### src/rtl/mem_cmd_master.sv
// Host byte-stream command initiator for the parameter/register memory.
// Opcodes: 'W' addr data, 'R' addr, 'B' addr count; status bytes ACK 0x06, NAK 0x15, RANGE 0xEE.
module mem_cmd_master #(
  parameter int ADDR_MAX = 84,
  parameter int TIMEOUT  = 255
) (
  input  logic       clk,
  input  logic       reset,
  input  logic [7:0] rx_data,
  input  logic       rx_valid,
  output logic       rx_ready,
  output logic [7:0] tx_data,
  output logic       tx_valid,
  input  logic       tx_ready,
  output logic       mem_en,
  output logic       mem_we,
  output logic [7:0] mem_addr,
  output logic [7:0] mem_wdata,
  input  logic [7:0] mem_rdata,
  output logic       busy,
  output logic       err,
  output logic [2:0] dbg_state
);

  // Handshakes: a byte moves on a posedge where valid && ready; the sender keeps
  // data stable while valid is high and ready is low, and never withdraws valid.

  typedef enum logic [2:0] {
    IDLE     = 3'd0,
    GET_ADDR = 3'd1,
    GET_ARG  = 3'd2,
    WRITE    = 3'd3,
    READ     = 3'd4,
    SEND     = 3'd5,
    RESP     = 3'd6
  } state_t;

  localparam logic [7:0] OP_W     = 8'h57;
  localparam logic [7:0] OP_R     = 8'h52;
  localparam logic [7:0] OP_B     = 8'h42;
  localparam logic [7:0] ST_ACK   = 8'h06;
  localparam logic [7:0] ST_NAK   = 8'h15;
  localparam logic [7:0] ST_RANGE = 8'hEE;
  localparam logic [8:0] ADDR_LIM = 9'(ADDR_MAX);
  localparam logic [7:0] TO_LAST  = 8'(TIMEOUT - 1);

  state_t     state, state_next;
  logic [7:0] opcode, addr, data, remaining, timer;
  logic [7:0] addr_hold, wdata_hold, tx_q;
  logic [8:0] burst_end;
  logic       take, err_c, resp_load;
  logic [7:0] resp_code;

  assign take      = rx_valid && rx_ready;
  // Last address of a burst, widened so a large addr+count cannot wrap into range.
  assign burst_end = {1'b0, addr} + {1'b0, rx_data} - 9'd1;

  always_comb begin
    state_next = state;
    err_c      = 1'b0;
    resp_load  = 1'b0;
    resp_code  = 8'h00;
    case (state)
      IDLE: begin
        if (take) begin
          if (rx_data == OP_W || rx_data == OP_R || rx_data == OP_B) begin
            state_next = GET_ADDR;
          end else begin
            state_next = RESP; resp_load = 1'b1; resp_code = ST_NAK; err_c = 1'b1;
          end
        end
      end
      GET_ADDR: begin
        if (take) begin
          if (opcode != OP_R) begin
            state_next = GET_ARG;
          end else if ({1'b0, rx_data} > ADDR_LIM) begin
            state_next = RESP; resp_load = 1'b1; resp_code = ST_RANGE; err_c = 1'b1;
          end else begin
            state_next = READ;
          end
        end else if (timer == TO_LAST) begin
          state_next = IDLE; err_c = 1'b1;
        end
      end
      GET_ARG: begin
        if (take) begin
          if (opcode == OP_W) begin
            if ({1'b0, addr} > ADDR_LIM) begin
              state_next = RESP; resp_load = 1'b1; resp_code = ST_RANGE; err_c = 1'b1;
            end else begin
              state_next = WRITE;
            end
          end else if (rx_data == 8'h00) begin
            state_next = RESP; resp_load = 1'b1; resp_code = ST_NAK; err_c = 1'b1;
          end else if (burst_end > ADDR_LIM) begin
            state_next = RESP; resp_load = 1'b1; resp_code = ST_RANGE; err_c = 1'b1;
          end else begin
            state_next = READ;
          end
        end else if (timer == TO_LAST) begin
          state_next = IDLE; err_c = 1'b1;
        end
      end
      WRITE: begin
        state_next = RESP; resp_load = 1'b1; resp_code = ST_ACK;
      end
      READ: state_next = SEND;
      SEND: if (tx_ready) state_next = (remaining == 8'd1) ? IDLE : READ;
      RESP: if (tx_ready) state_next = IDLE;
      default: state_next = IDLE;
    endcase
  end

  // rx_ready is gated by reset so nothing is accepted while the block is held.
  assign rx_ready  = reset && (state == IDLE || state == GET_ADDR || state == GET_ARG);
  assign err       = err_c;
  assign mem_en    = (state == WRITE) || (state == READ);
  assign mem_we    = (state == WRITE);
  assign mem_addr  = mem_en ? addr : addr_hold;
  assign mem_wdata = (state == WRITE) ? data : wdata_hold;
  assign tx_valid  = (state == SEND) || (state == RESP);
  assign tx_data   = tx_q;
  assign busy      = (state != IDLE);
  assign dbg_state = state;

  always_ff @(posedge clk or negedge reset) begin
    if (!reset) begin
      state      <= IDLE;
      opcode     <= 8'h00;
      addr       <= 8'h00;
      data       <= 8'h00;
      remaining  <= 8'h00;
      timer      <= 8'h00;
      addr_hold  <= 8'h00;
      wdata_hold <= 8'h00;
      tx_q       <= 8'h00;
    end else begin
      state <= state_next;
      if (take || !(state == GET_ADDR || state == GET_ARG)) timer <= 8'h00;
      else timer <= timer + 8'd1;
      if (take) begin
        case (state)
          IDLE:     opcode <= rx_data;
          GET_ADDR: begin addr <= rx_data; remaining <= 8'd1; end
          GET_ARG:  begin data <= rx_data; remaining <= rx_data; end
          default:  ;
        endcase
      end
      if (resp_load) tx_q <= resp_code;
      if (state == READ) tx_q <= mem_rdata;
      if (mem_en) addr_hold <= addr;
      if (state == WRITE) wdata_hold <= data;
      if (state == SEND && tx_ready) begin
        remaining <= remaining - 8'd1;
        if (addr != 8'hFF) addr <= addr + 8'd1;
      end
    end
  end

endmodule

### config.mk
export PLATFORM = sky130hd
export DESIGN_NAME = mem_cmd_master
export DESIGN_NICKNAME = d
export VERILOG_FILES = /design/src/rtl/mem_cmd_master.sv
export SDC_FILE = /design/constraint.sdc
export NUM_CORES = 1
export LEC_CHECK = 0
export BUFFER_PORTS_ARGS = -buffer_cell sky130_fd_sc_hd__buf_2
export CORE_MARGIN = 2
export CORE_UTILIZATION = 50
export CTS_CLUSTER_SIZE = 25
export DETAILED_ROUTE_END_ITERATION = 12
export GPL_TIMING_DRIVEN = 0
export PLACE_DENSITY = 0.73
export SLEW_MARGIN = 5
export SYNTH_ARGS = -nofsm -noshare
export SYNTH_HDL_FRONTEND = slang
export SYNTH_SLANG_ARGS = --single-unit
### constraint.sdc
create_clock -name clk -period 3.6 [get_ports clk]
set_input_delay 0.72 -clock clk [delete_from_list [all_inputs] [get_ports clk]]
set_output_delay 0.72 -clock clk [all_outputs]
set_load 0.05 [all_outputs]
# After elaboration in Yosys (flattened, before gate mapping)
# Index checks and enable logic that the tools add are counted.
[totals] register_bits=67 out_inout_bits=33
[classes] n_addsub=5 order_cmp=3 n_eq_ne=17 muxes=53 n_reduce_logical=22
[ops] cell="$mux 8" n=19
[ops] cell="$mux 3" n=11
[ops] cell="$eq 8x7->1 const B" n=4
[ops] cell="$pmux 8 s4" n=1
[ops] cell="$pmux 3 s7" n=1
[ops] cell="$add 8x1->8 const B" n=2
[ops] cell="$gt 8x7->1 const B" n=2
[ops] cell="$pmux 8 s2" n=1
[ops] cell="$mux 1" n=13
[ops] cell="$mux 5" n=2
[ops] cell="$add 8x8->9" n=1
[ops] cell="$eq 3x3->1 const B" n=3
[ops] cell="$gt 9x7->1 const B" n=1
[ops] cell="$sub 9x1->9 const B" n=1
[ops] cell="$eq 8x1->1 const B" n=1
[ops] cell="$eq 8x8->1 const B" n=1
[ops] cell="$logic_not 8->1" n=1
[ops] cell="$logic_or 1x1->1" n=8
[ops] cell="$ne 8x7->1 const B" n=1
[ops] cell="$ne 8x8->1 const B" n=1
[ops] cell="$sub 8x1->8 const B" n=1
[ops] cell="$eq 3x2->1 const B" n=2
[ops] cell="$mux 2" n=3
[ops] cell="$ne 2x2->1 const B" n=3
[ops] cell="other kinds (10)" n=16

# Depth between registers and ports, before layout
# Gate-level depths: netlist of the first run.
[depth] word_depth=10 ltp_mapped=13 ltp_nobuf=12

# Worst setup path after synthesis of the first run
# Ideal clock, no wire load.
[synth_path] path_type="input -> output" start="in rx_data[1]" end="out err" arrival_time_ns=3.290 required_time_ns=2.880 setup_slack_ns=-0.410 stages=12 path_buffers=1 cell_sequence="inv_1 -> ha_1 -> inv_1 -> ha_1 -> fa_1 -> a211oi_2 -> o41ai_1 -> nor4_1 -> nand4_1 -> a311o_1 -> buf_6 -> o21bai_1"
[synth_between] elab_chain_len=8 elab_cells_between_ends=20
[synth_lines] item="from (decl)" line="9" rtl="input logic [7:0] rx_data,"
[synth_lines] item="$add 8x8->9" line="56" rtl="assign burst_end = {1'b0, addr} + {1'b0, rx_data} - 9'd1;"
[synth_lines] item="$sub 9x1->9" line="56"
[synth_lines] item="$gt 9x7->1" line="96" rtl="end else if (burst_end > ADDR_LIM) begin"
[synth_lines] item="$mux 1" line="96"
[synth_lines] item="$mux 1" line="94" rtl="end else if (rx_data == 8'h00) begin"
[synth_lines] item="$mux 1" line="88" rtl="if (opcode == OP_W) begin"
[synth_lines] item="$mux 1" line="87" rtl="if (take) begin"
[synth_lines] item="$pmux 1 s3 *" line="63" rtl="case (state)"
[synth_lines] item="to (decl)" line="21" rtl="output logic err,"
# Mark *: on every way between the ends. The rest lies on a longest branch, timed or not.

# Worst setup path after layout of the first run
[layout_path] start="in rx_data[7]" end="out err"
# Same word-level chain as after synthesis.

==> run metrics, run 1 <==
status finished with violations; failing checks negative setup slack; Max Cap Viol 0; non-filler cells, final 637; dpl cell area 0.00445 sq mm; most used cell along the critical path ha_1; total grt overflow 0; largest net degree at the start of global routing 71; die width 93.6 um; Least-Margin Pin Slew 0.796 ns; fin area 0.00498 sq mm; Req. time, crit path 2.88 ns; Mapped Nets 491; Clock Skew 0.0124 ns; dominant cell type by area after synthesis dfrtp_1; Nets 572; ys async rst share 100%; GRT Total Usage 26.2%; n_diodes 0; Post-synth EDFFs 0; area share of the largest cell type after synthesis 41.7%; ANT nets after route 0; initial DRC count 283; Routed WL 11100 um; f_max 0.246 GHz; DRT Pass-1 Iters 6; CP max FO 7; crit end category output pin; CTS max path bufs 2; top_reg_cell synth dfrtp_1; HPWL Detailed 7720 um; Fillers 643; I/O pin cnt 53; GPL Wtd Cong 0.976; CTS Root Cell clkbuf_8; pre-CTS setup slack -0.903 ns; Clock Latency Late Sink 0.36 ns; Crit path largest cell delay 0.39 ns; Core ar. 0.00777 sq mm; layout cell share with drive strength beyond 1 28.4%; WL per Instance 17.4 um; Worst-path clk slew 0.08 ns; drt drc 0; PwrDens 1040 mW/mm^2; sequential fraction of the synthesis area 41.7%; Initial Util 51.7%; Placed Instances 602; relative slew slack 46.6%; Buffers on Ports 51; Final period util 113%; Worst setup SP type primary input; leakage 2.29 nW; Area Overhead vs Synth 24.0%; syn_area_per_cell 8.95 sq um; first-pass GRT wire length 17900 um; critical path class in -> out; Die Ht 93.6 um; initial antenna violation count 0; Num CTS Buffers 9; final setup vio count 1; Synth Warn # 0; worst vdd ir 536 uV; area of the multi-input gates 0.00229 sq mm; setup slack after layout -0.459 ns; H-Tree Depth 3; Netlist Area Pre-Place 0.00402 sq mm; Critical-path top delay cell ha_1; Worst Hold Margin 0.358 ns; CP Data Arrival Time 3.34 ns; count of final hold-check violations 0; Hold Path Class in -> async; register area 0.00168 sq mm; Final Max Slew Viols 0; die outline area 0.00877 sq mm; Post-Synthesis Cells 449; Yosys cell types 67; Final min period 4.06 ns; vias in the first global route 3620; Synth area leaders dfrtp_1 42%, ha_1 6.5%, nand2_1 5.2%; FP Rows 32; synthesized flop and latch total 67; worst path cell trace buf_2 -> inv_2 -> ha_1 -> inv_1 -> ha_1 -> nand2_1 -> a22o_1 -> nor4_2 -> nand4_1 -> a311o_1 -> o21bai_4 -> buf_6; unrepaired setup endpoints after global routing yes; CTS Sinks 67; vias post-DR 3845; vias per inst 6.04; Final Power 5.21 mW; TritonCTS clock tree done
==> repair_timing <==
action,CTS,global route
resized for setup,35,12
pin swaps,12,7
endpoints found under the setup margin,1,7
cloned,0,0
hold buffers,0,0
setup buffers,21,7
==> cell families after synthesis <==
logic type               after synthesis  share of synthesized area [%]
buffers and inverters                 53                           5.61
flip-flops                            67                           41.7
AND/OR/NAND/NOR                      162                           19.1
XOR/XNOR                               8                           1.74
AO/OA/AOI/OAI                        122                           20.6
multiplexers                          15                           4.11
adder cells (fa/ha/maj)               22                           7.04
==> state kept, by name, summed over array words and instances (netlist names) <==
register    count
addr            8
wdata_hold      8
remaining       8
opcode          8
tx_data         8
data            8
dbg_state       3
timer           8
addr_hold       8
==> power breakdown <==
group	leakage, nW	total (mW)	internal (mW)	switching (mW)
Sequential	0.846	1.29	1.07	0.229
Combinational	1.34	3.25	1.19	2.06
Clock	0.0988	0.666	0.332	0.334
==> synth_stat cells (2+ instances only) <==
cell / number
nand4_1: 6
nand2b_1: 4
buf_2: 4
nor3_1: 5
a21oi_1: 23
inv_1: 38
o21ai_0: 41
nor2_1: 40
ha_1: 21
xor2_1: 5
a41oi_1: 3
a311oi_1: 2
inv_2: 2
clkbuf_1: 5
or3_1: 2
mux2_2: 12
a21o_1: 4
nand2_1: 56
a221oi_1: 5
nand3_1: 18
nor4_1: 7
o211ai_1: 12
a211oi_1: 5
xnor2_1: 3
nor2_2: 2
a22oi_1: 3
o211ai_2: 2
a22o_1: 3
mux2i_1: 3
and3_1: 7
o221ai_1: 2
dfrtp_1: 67
nand3b_1: 3
==> cell usage in the layout, fill, tap and decap left out, types with 6 or more instances in the layout <==
cell / n
dfrtp_1: 67
nand2_1: 56
buf_2: 47
nor2_1: 40
o21ai_0: 40
buf_4: 24
a21oi_1: 23
inv_1: 21
nand3_1: 17
inv_2: 16
ha_1: 13
o211ai_1: 12
mux2_2: 12
clkbuf_8: 10
ha_4: 8
and3_1: 7
nand4_1: 6
nor4_1: 6
==> layout make-up <==
class	count	share of cell area, %
Tap cell	102	2.56
Timing Repair Buffer	71	9.09
Clock buffer	9	2.49
Sequential cell	67	33.7
Multi-Input combinational cell	329	45.9
Inverter	40	3.37
Buffer	12	1.28
Clock inverter	7	1.66
==> worst max-delay path: cells and delay by family <==
kind | cells | cell delay, ns
AO/OA/AOI/OAI | 3 | 0.75
adder cells (fa/ha/maj) | 2 | 0.68
AND/OR/NAND/NOR | 3 | 0.66
buffers and inverters | 4 | 0.51
==> path summary, 6_finish.rpt <==
path | startpoint | end | slack (ns) | cells past startpoint
worst min-delay path | reset | wdata_hold[4] | 0.36 | 1
max in group asynchronous | reset | tx_data[0] | 2.82 | 1
worst max register to register | addr[2] | tx_data[3] | 0.10 | 18
worst max-delay path | rx_data[7] | err | -0.46 | 12
worst min register to register | opcode[7] | opcode[7] | 0.48 | 2
min in group clk | opcode[7] | opcode[7] | 0.48 | 2
==> per-stage QoR <==
stage	TNS, ns	utilization [%]
global placement	-2.97	57.3
floorplan	-0.201	-
global route	-0.623	64.1
finish	-0.459	64.1
detailed placement	-1.43	57.3
CTS	-2.23	63.8
==> layer usage <==
metal  GRT usage (%)  share of wire, %
met1            35.1                43
met2            43.8                49
met3            5.08               6.5
met4            6.52               2.2
met5               0                 0
Power figures use the tool's default switching activity.
==> run 2, diff against run 1 <==
- ABC_AREA: not set -> 1
- CORE_ASPECT_RATIO: not set -> 1.2
==> run 2 against run 1 <==
  * The run still ends with negative setup slack left
  * Largest cell class unchanged
  * Routed wire length decreased by 8.7%
  * Core utilization fell by 3.1 points
  * Critical endpoint unchanged
  * Non-clock buffer count is 18 lower
  * Final area decreased by 5.1%
==> run metrics, run 2 <==
Nets 646; layout cell share with drive strength beyond 1 19.2%; WL per Instance 14.4 um; drt drc 0; unrepaired setup endpoints after global routing yes; die width 86.1 um; Pint 2.17 mW; Routed WL 10100 um; final setup vio count 1; Area Overhead vs Synth 16.8%; initial DRC count 224; CP max FO 3; FP Rows 35; Core ar. 0.00775 sq mm; area share of the largest cell type after synthesis 41.4%; CTS Sinks 67; sequential fraction of the synthesis area 41.4%; Netlist Area Pre-Place 0.00405 sq mm; syn_area_per_cell 7.55 sq um; failing checks negative setup slack; I/O pin cnt 53; Hold Path Class in -> async; dominant cell type by area after synthesis dfrtp_1; ANT nets after route 0; synthesized flop and latch total 67; r2r worst-path depth 16; vias per inst 5.52; GRT Total Usage 24.1%; vias in the first global route 3709; Post-Synthesis Cells 536; DRT Pass-1 Iters 5; number of cells on the critical path 17; Final Max Slew Viols 0; relative slew slack 43.3%; Crit path largest cell delay 0.56 ns; top_reg_cell synth dfrtp_1; largest net degree at the start of global routing 69; first-pass GRT wire length 16700 um; CTS Root Cell clkbuf_8; most used cell along the critical path nand2_1; Psw 2.45 mW; CP Buf/Inv Count 4; count of final hold-check violations 0; Clock Skew 0.00817 ns; Switching Share 53.1%; worst path cell trace buf_8 -> clkinvlp_4 -> ha_4 -> inv_2 -> ha_4 -> fa_2 -> o21ai_2 -> nand2_1 -> nand2_1 -> nand2_1 -> nand2_2 -> nand4_1 -> nand2_1 -> nand2_1 -> nand3_2 -> nand3_2 -> buf_8; vias post-DR 3872; Die Ht 103 um; CP Data Arrival Time 2.93 ns; combinational share of power 60.2%; power share of the clock group 12.5%; Final min period 3.65 ns; Critical-path top delay cell fa_2; Synth area leaders dfrtp_1 41%, nand2_1 13%, inv_1 7.2%; ys async rst share 100%; crit end category output pin; total grt overflow 0; Buffers on Ports 52; most common cell after layout, fill and taps aside nand2_1; setup slack after layout -0.0499 ns; Worst setup SP type primary input; Least-Margin Pin Slew 0.851 ns; status finished with violations; worst vdd ir 761 uV; f_max 0.274 GHz; Post-synth top cells 137 x nand2_1, 78 x inv_1, 67 x dfrtp_1, 51 x o21ai_0, 45 x nor2_1; Yosys cell types 39; Clock Latency Late Sink 0.36 ns; Worst-path clk slew 0.08 ns; Final period util 101%; Initial Util 52.2%; largest delay contributor family on the critical path adder cells; H-Tree Depth 3; Post-synth EDFFs 0; HPWL Detailed 7480 um; sequential power share 27.3%; Req. time, crit path 2.88 ns; most frequent cells in the layout 136 x nand2_1, 74 x inv_1, 67 x dfrtp_1; pre-CTS setup slack -0.254 ns; leakage 2.46 nW; initial antenna violation count 0; Final Power 4.61 mW; GPL Wtd Cong 0.908; top-count cell post-synth nand2_1; die outline area 0.00883 sq mm; TritonCTS clock tree done; Synth Warn # 0; PwrDens 975 mW/mm^2; CTS max path bufs 2; n_diodes 0; Max Cap Viol 0; critical path class in -> out; Num CTS Buffers 9; Mapped Nets 578; Sum Neg Setup Slack -0.0499 ns
## run 2: cell types whose count changed after synthesis, moves of 7 or more
cell / change
o211ai_1: -11
o21ai_0: +10
mux2_2: -12
and3_1: -7
inv_1: +40
nand2_1: +81
inv_2: +7
nor4_1: -7
nand4_1: +7
## run 2: through the flow
step	hold WS [ns]	utilization, %	cells	area, sq um
floorplan	0.424	-	536	4050
global placement	0.448	57.1	680	4420
detailed placement	0.451	57.1	680	4430
CTS	0.471	60.0	698	4650
global route	0.496	61.0	701	4730
finish	0.461	61.0	701	4730
## run 2: area by class of cell
class	count	area, sq um
fillers	723	3020
clock buffers	10	138
plain buffers	8	42.5
repair buffers	57	320
well taps	92	115
clock inverters	6	41.3
multi-input cells	373	2060
inverters	88	340
flip-flops and latches	67	1680
## run 2: cell families after synthesis
kind of cell	after synthesis	share of synthesized area (%)
compound gates	93	12.6
xor+xnor	8	1.73
fa+ha+maj	22	6.99
buf+inv	96	9.27
flops	67	41.4
simple gates	250	27.9
## run 2: worst reg2reg max path: cells and delay by family, from the launching register on
| kind | cells | cell delay (ns) |
|---|---|---|
| flops | 1 | 0.38 |
| compound gates | 1 | 0.05 |
| fa+ha+maj | 3 | 1.01 |
| buf+inv | 4 | 0.40 |
| simple gates | 8 | 0.87 |
## run 2: path summary, 6_finish.rpt
check                                   start             to  slack (ns)
worst max-delay path               rx_data[1]            err       -0.05
worst min register to register  wdata_hold[4]  wdata_hold[4]        0.47
worst max register to register        addr[1]     tx_data[4]        0.79
worst min-delay path                    reset       timer[5]        0.46
max in group asynchronous               reset        addr[7]        2.58
min in group clk                wdata_hold[4]  wdata_hold[4]        0.47
## run 2: power by group through the flow
stage | logic [mW] | registers, mW | clock network (mW)
2_1_floorplan | 1.83 | 1.43 | 0
3_3_place_gp | 2.53 | 1.25 | 0
3_5_place_dp | 2.60 | 1.27 | 0
4_1_cts | 2.65 | 1.26 | 0.579
5_1_grt | 3.08 | 1.29 | 0.617
6_report | 2.78 | 1.26 | 0.576
## run 2: layer usage
metal,GRT usage [%],part of all wire (%),up-vias
met3,6.08,5.2,35
met1,28.8,43,1826
met5,0,0,-
met4,12.2,3.6,0
li1,-,-,1870
met2,40.4,49,141
## run 2: repair_timing
action | in CTS | in global routing
hold buffers | 0 | 0
resized for setup | 9 | 12
setup buffers | 2 | 3
pin swaps | 0 | 11
setup endpoints to repair | 1 | 1
==> run 3, diff against run 2 <==
- PLACE_DENSITY: 0.73 -> 0.77
==> run 3 against run 2 <==
  * The flow now finishes without violations
  * Routed wire length increased by 0.57%
  * Count of clock-buffer cells in the layout increased by 1
  * Fmax rose by 3.3%
  * Worst setup slack improved by 0.12 ns
  * Clock power rose by 12%
  * Highest routed layer unchanged
  * Via count is 0.83% lower
  * Final area up 2.5%
  * Cell count increased by 1.0%
  * Sequential cell count stayed put
  * Hold slack worse by 0.10 ns
  * Critical endpoint unchanged
==> run metrics, run 3 (synthesized netlist as in run 2, its figures left out) <==
die width 86.1 um; Final Max Slew Viols 0; drt drc 0; Worst-path clk slew 0.07 ns; Req. time, crit path 2.88 ns; DRT Pass-1 Iters 6; most frequent cells in the layout 134 x nand2_1, 71 x inv_1, 67 x dfrtp_1; Least-Margin Pin Slew 0.616 ns; status completed; flop-to-flop setup slack 0.27 ns; Critical Path Sink err; GRT Total Usage 24.3%; CTS max path bufs 2; CTS Root Cell clkbuf_8; Switching Share 51.3%; Hold Path Class in -> async; Worst setup SP type primary input; total grt overflow 0; leakage 2.50 nW; Routed WL 10200 um; GPL Wtd Cong 0.856; Critical Path Start rx_data[1]; Final period util 98.1%; HPWL Detailed 7290 um; Die Ht 103 um; Area Overhead vs Synth 19.7%; ANT nets after route 0; PwrDens 989 mW/mm^2; Final min period 3.53 ns; vias in the first global route 3680; WL per Instance 14.4 um; final setup vio count 0; vias per inst 5.42; CP max FO 3; FF-to-FF End tx_data[2]; Buffers on Ports 52; H-Tree Depth 3; vias post-DR 3840; sequential power share 26.3%; Worst Hold Margin 0.357 ns; critical path class in -> out; FF-to-FF Start addr[2]; Num CTS Buffers 9; Hold-fix buffers, CTS 0; f_max 0.283 GHz; area of the multi-input gates 0.00209 sq mm; Final Power 4.79 mW; CTS Sinks 67; Psw 2.46 mW; crit end category output pin; die outline area 0.00883 sq mm; Initial Util 52.2%; first-pass GRT wire length 16800 um; FP Rows 35; Pint 2.33 mW; Fillers 674; Clock Latency Late Sink 0.36 ns; Nets 654; most common cell after layout, fill and taps aside nand2_1; initial DRC count 232; Max Cap Viol 0; CP Data Arrival Time 2.81 ns; layout cell share with drive strength beyond 1 21.3%; I/O pin cnt 53; count of final hold-check violations 0; relative slew slack 59.0%; initial antenna violation count 0; combinational share of power 60.2%; TritonCTS clock tree done; register area 0.00168 sq mm; largest net degree at the start of global routing 69; power share of the clock group 13.5%; Clock Skew 0.00984 ns; worst vdd ir 772 uV; Core ar. 0.00775 sq mm; r2r worst-path depth 20; n_diodes 0
-- run 3: final cells by class --
type / instances / share of cell area, %
clock inverters: 4 / 1.03
repair buffers: 65 / 7.85
multi-input cells: 373 / 43.1
plain buffers: 8 / 0.878
well taps: 92 / 2.38
inverters: 88 / 7.07
clock buffers: 11 / 3.12
flip-flops and latches: 67 / 34.6
-- run 3: metrics by stage --
step	utilization (%)	std cells	setup WS [ns]	cell area, sq um	setup TNS (ns)
floorplan	-	536	-0.214	4050	-1.72
global placement	57.1	680	-0.365	4420	-0.365
detailed placement	57.1	680	-0.231	4430	-0.231
CTS	60.8	704	0.00489	4710	0
global route	62.5	708	-0.0311	4850	-0.0311
finish	62.5	708	0.0677	4850	0
-- run 3: worst min path at each step --
stage	from	end	slack [ns]	cells after the start
after floorplan	reset	addr[0]	0.42	0
after global placement	wdata_hold[4]	wdata_hold[4]	0.45	2
after detailed placement	wdata_hold[1]	wdata_hold[1]	0.45	2
after CTS	wdata_hold[1]	wdata_hold[1]	0.47	2
after global routing	reset	timer[4]	0.40	1
final	reset	timer[5]	0.36	1
-- run 3: timing repair --
item	in CTS	in global routing
setup buffers	9	4
resized for setup	7	22
setup endpoints to repair	1	10
cloned	0	0
pin swaps	1	6
-- run 3: power by group through the flow --
stage                     sequential, mW  clock, mW  combinational (mW)
final                               1.26      0.646                2.89
after global routing                1.30      0.682                3.19
after CTS                           1.25      0.652                2.75
after detailed placement            1.26          0                2.59
after global placement              1.25          0                2.52
after floorplan                     1.43          0                1.83
-- run 3: layer usage --
layer | routed length, um | track usage (%) | vias up | share of wire, %
li1 | - | - | 1883 | -
met3 | 558 | 4.56 | 22 | 5.5
met4 | 241 | 12.1 | 0 | 2.4
met5 | 0 | 0 | - | 0
met2 | 5060 | 40.6 | 153 | 50
met1 | 4310 | 30.2 | 1782 | 42
-- run 3: worst max-delay path, stage by stage --
cell and delay [ns]:
buf_6 0.09, clkinvlp_4 0.11, ha_4 0.28, inv_2 0.04, ha_4 0.15, fa_2 0.37, xnor2_1 0.18, nand2_1 0.06
nand2_1 0.07, nand2_1 0.06, nand2_2 0.07, nand4_1 0.12, nand2_1 0.10, nand2_1 0.07, nand3_2 0.06, nand3_2 0.09
buf_8 0.17
